==> src/rtl/cic_decim_ctrl.sv <==
// CIC decimation sequencer: integrator/comb strobes, runtime rate changes with clear + flush masking.
// Optional CIC_DECIM_CTRL_CFG_ERR_EN: reject illegal rates and pulse cfg_err instead of clamping.
module cic_decim_ctrl #(
  parameter int MAX_R     = 64,
  parameter int R_WIDTH   = 7,
  parameter int CIC_N     = 3,
  parameter int DEFAULT_R = 4
) (
  input  logic               clk,
  input  logic               reset,
  input  logic               s_axis_in_tvalid,
  input  logic [R_WIDTH-1:0] s_axis_cfg_tdata,
  input  logic               s_axis_cfg_tvalid,
  output logic               s_axis_cfg_tready,
  output logic               integ_en,
  output logic               comb_en,
  output logic               dp_clear,
  output logic               out_en,
  output logic [R_WIDTH-1:0] cur_r,
  output logic               busy
`ifdef CIC_DECIM_CTRL_CFG_ERR_EN
  ,
  output logic               cfg_err
`endif
);

  localparam logic [1:0] RUN   = 2'd0;
  localparam logic [1:0] CLEAR = 2'd1;
  localparam logic [1:0] FLUSH = 2'd2;

  localparam int FW = (CIC_N > 0) ? $clog2(CIC_N + 1) : 1;
  localparam logic [FW-1:0]      FLUSH_INIT = FW'(CIC_N);
  localparam logic [R_WIDTH-1:0] MAX_RV     = R_WIDTH'(MAX_R);
  localparam logic [R_WIDTH-1:0] DEF_RV     = R_WIDTH'(DEFAULT_R);

  logic [1:0]         state;
  logic [R_WIDTH-1:0] counter;
  logic [FW-1:0]      flush_cnt;
  logic [R_WIDTH-1:0] r_last;
  logic [R_WIDTH-1:0] rate_new;
  logic               accept;
  logic               rate_bad;
  logic               rate_take;

  assign s_axis_cfg_tready = (state == RUN);
  assign busy              = (state != RUN);
  assign out_en            = (state == RUN);
  assign dp_clear          = (state == CLEAR);
  assign integ_en          = s_axis_in_tvalid && (state != CLEAR);

  // cur_r is never 0, so cur_r-1 cannot underflow
  assign r_last  = cur_r - R_WIDTH'(1);
  assign comb_en = integ_en && (counter == r_last);

  assign accept   = s_axis_cfg_tvalid && s_axis_cfg_tready;
  assign rate_bad = (s_axis_cfg_tdata == '0) || (s_axis_cfg_tdata > MAX_RV);

`ifdef CIC_DECIM_CTRL_CFG_ERR_EN
  assign rate_take = accept && !rate_bad;
  assign rate_new  = s_axis_cfg_tdata;

  always_ff @(posedge clk or posedge reset) begin
    if (reset) cfg_err <= 1'b0;
    else       cfg_err <= accept && rate_bad;
  end
`else
  assign rate_take = accept;

  always_comb begin
    rate_new = s_axis_cfg_tdata;
    if (s_axis_cfg_tdata == '0)        rate_new = R_WIDTH'(1);
    else if (s_axis_cfg_tdata > MAX_RV) rate_new = MAX_RV;
  end
`endif

  always_ff @(posedge clk or posedge reset) begin
    if (reset) begin
      state     <= RUN;
      cur_r     <= DEF_RV;
      flush_cnt <= '0;
    end else begin
      case (state)
        RUN: begin
          if (rate_take) begin
            cur_r <= rate_new;
            state <= CLEAR;
          end
        end
        CLEAR: begin
          state     <= FLUSH;
          flush_cnt <= FLUSH_INIT;
        end
        FLUSH: begin
          // flush_cnt==0 on entry only when there are no comb stages to settle
          if (flush_cnt == '0) begin
            state <= RUN;
          end else if (comb_en) begin
            flush_cnt <= flush_cnt - FW'(1);
            if (flush_cnt == FW'(1)) state <= RUN;
          end
        end
        default: state <= RUN;
      endcase
    end
  end

  // an input coinciding with acceptance still counts at the old rate; CLEAR then zeroes it
  always_ff @(posedge clk or posedge reset) begin
    if (reset)                counter <= '0;
    else if (state == CLEAR)  counter <= '0;
    else if (integ_en)        counter <= (counter == r_last) ? '0 : counter + R_WIDTH'(1);
  end

endmodule

==> config.mk <==
export PLATFORM = sky130hd
export DESIGN_NAME = cic_decim_ctrl
export DESIGN_NICKNAME = d
export VERILOG_FILES = /design/src/rtl/cic_decim_ctrl.sv
export SDC_FILE = /design/constraint.sdc
export NUM_CORES = 1
export LEC_CHECK = 0
export CORE_ASPECT_RATIO = 0.75
export CORE_MARGIN = 1.5
export CORE_UTILIZATION = 54
export DETAILED_ROUTE_END_ITERATION = 6
export GPL_TIMING_DRIVEN = 1
export PLACE_DENSITY = 0.93
export SYNTH_ARGS = -nofsm -noshare
export SYNTH_HDL_FRONTEND = slang
export SYNTH_SLANG_ARGS = --single-unit
==> constraint.sdc <==
create_clock -name clk -period 6.9 [get_ports clk]
set_input_delay 1.035 -clock clk [delete_from_list [all_inputs] [get_ports clk]]
set_output_delay 1.035 -clock clk [all_outputs]
set_load 0.05 [all_outputs]
==> metrics <==
Core Region 0.00205 sq mm; critical path class reg2out; Pleak 0.615 nW; Max transition margin 33.9%; Max-Cap Viols 0; initial antenna violation count 0; Syn Std Cell Area 0.00120 sq mm; Util after Layout 70.8%; CTS tree built; first-pass GRT wire length 4800 um; Place WS 2.83 ns; area share of the largest cell type after synthesis 35.4%; CTS Buf Count 3; gpl congestion 0.889; CP Capture Type output pin; initial DRC count 44; ys flop type dfrtp_1; fin crit share 63.0%; asr flop ratio synth 100%; placed cell count 169; layout cells sized above 1 9.40%; RSZ-0062 raised after global routing no; CTS root buf clkbuf_4; actual slew at the worst max-slew pin 0.989 ns; synth unique cells 42; fin. max-slew vios 0; Clock Sinks 18; vias in the first global route 1034; ANT nets after route 0; CP Max Fanout 9; drt pass-1 iters 4; Final Hold Viols 0; setup bufs post-CTS 0; die height 43.8 um; Post-synth EDFFs 0; top post-synthesis cells by count dfrtp_1, nand2_1, o21ai_0; CTS clk-pin slew, worst paths 0.10 ns; Worst Slack Setup Final 2.55 ns; largest net degree at the start of global routing 19; Filler Cell Count 163; GRT Residual Overflow 0; H-Tree Depth 1; count leader, synth dfrtp_1; Die Area 0.00252 sq mm; detailed-route wire length 2710 um; Die X-Extent 57.5 um; type of the tightest min-delay check reg2reg; detailed-route via count 1031; skew final 0.00909 ns; synth top area cells dfrtp_1, xnor2_1, ha_1, o21ai_0, nand2b_1; setup tns final 0 ns; synthesized instance count 131; flops & latches, synth 18; post-CTS sizing 0; overall routing resource usage 25.0%; CP Data Required Time 5.86 ns; Area growth, synth to finish 20.8%; cell row count 14; cell area power density 462 mW/mm^2; fin crit period 4.35 ns; Max Buffers Root-to-Sink 2; Synth area leader dfrtp_1; endpoints failing setup 0; DRC Markers 0; post-synthesis sequential area ratio 37.6%; Max Fclk 0.230 GHz; I/O pin count 24; initial core utilization 58.6%; port bufs 23; Antenna diodes 0; status finished clean; average size of a mapped cell 9.17 sq um; routed wire length per instance 15.7 um; element type at the critical path start flop; non-filler cells, final 173; Clock Latency Late Sink 0.30 ns; hold buffers post-CTS 0; Max VDD drop 0.517 mV; hold_ws 0.548 ns; drt via density 5.96; nets@finish 165; yosys warns 0; HPWL Detailed 2040 um; Worst EP arrival 3.31 ns; syn_nets 146
==> kinds of logic (layout without fill, tap and decap cells) <==
group	count (synthesis)	in the layout	share of synthesized area, %
and+or+nand+nor	55	55	27.3
AOI/OAI and AO/OA	26	26	15.8
DFF	18	18	37.6
buffers and inverters	16	34	6.04
xor gates and xnor gates	10	10	7.29
adders and majority gates	4	4	4.17
muxes	2	2	1.77
==> worst max-delay path, cell delays in order, from the launching register on <==
cell and delay (ns):
dfrtp_1 0.55, inv_1 0.12, ha_1 0.32, xnor2_1 0.16, a21o_1 0.18, o21ai_0 0.26, o311a_4 0.29, and2_4 0.21
and2b_1 0.14, clkdlybuf4s50_1 0.79
==> state kept, by name, summed over array words and instances, names as in the netlist <==
| register | flops |
|---|---|
| counter | 7 |
| cur_r | 7 |
| flush_cnt | 2 |
| state | 2 |
==> placed cells by master (no fill, tap or decap), drive strengths merged <==
cell           count
nor4               4
nor2b              2
nand2b             6
o21ai              9
nor2               7
xor2               3
nand3b             2
and2               1
nand4b             1
o21ba              1
dfrtp             17
o21bai             1
or3                3
a21o               2
xnor2              7
and2b              1
nand2              9
nor3               7
a21oi              7
nand3              4
a211oi             1
inv                7
dfstp              1
clkdlybuf4s50     23
nor3b              1
or3b               1
ha                 4
clkbuf             4
o31ai              1
a311oi             2
nand4              3
and3               2
mux2i              1
or4                1
a31oi              1
o311a              1
mux2               1
==> stage by stage <==
step / power, mW / area (sq um)
2_1_floorplan: 0.489 / 1200
5_1_grt: 0.708 / 1450
4_1_cts: 0.671 / 1450
6_report: 0.670 / 1450
3_5_place_dp: 0.599 / 1420
3_3_place_gp: 0.578 / 1420
==> final cells by class <==
| class | count | area, sq um | share of cell area, % |
|---|---|---|---|
| well taps | 24 | 30.0 | 2.07 |
| flip-flops and latches | 18 | 452 | 31.1 |
| clock buffers | 4 | 36.3 | 2.50 |
| repair buffers | 23 | 230 | 15.9 |
| inverters | 7 | 26.3 | 1.81 |
| multi-input cells | 97 | 677 | 46.6 |
==> metal layers <==
layer	share of wire (%)	global-route usage (%)	vias to the layer above
met5	0	0	-
met4	1.3	6.98	0
met3	5.0	6.87	6
met2	51	41.8	39
met1	43	32.2	491
li1	-	-	495
==> path summary, 6_finish.rpt <==
path	start	endpoint	slack, ns	depth (start not counted)
worst min register to register	flush_cnt[0]	flush_cnt[0]	0.55	1
max in group asynchronous	reset	counter[3]	5.34	2
worst min-delay path	flush_cnt[0]	flush_cnt[0]	0.55	1
worst max register to register	cur_r[0]	flush_cnt[0]	4.56	8
min in group asynchronous	reset	counter[5]	1.13	2
worst max-delay path	cur_r[0]	comb_en	2.55	9
==> report_power, final <==
group | leakage [nW] | internal, mW | switching, mW
Sequential | 0.225 | 0.142 | 0.0576
Combinational | 0.369 | 0.154 | 0.251
Clock | 0.0210 | 0.0322 | 0.0339
(Power assumes the default switching activity.)
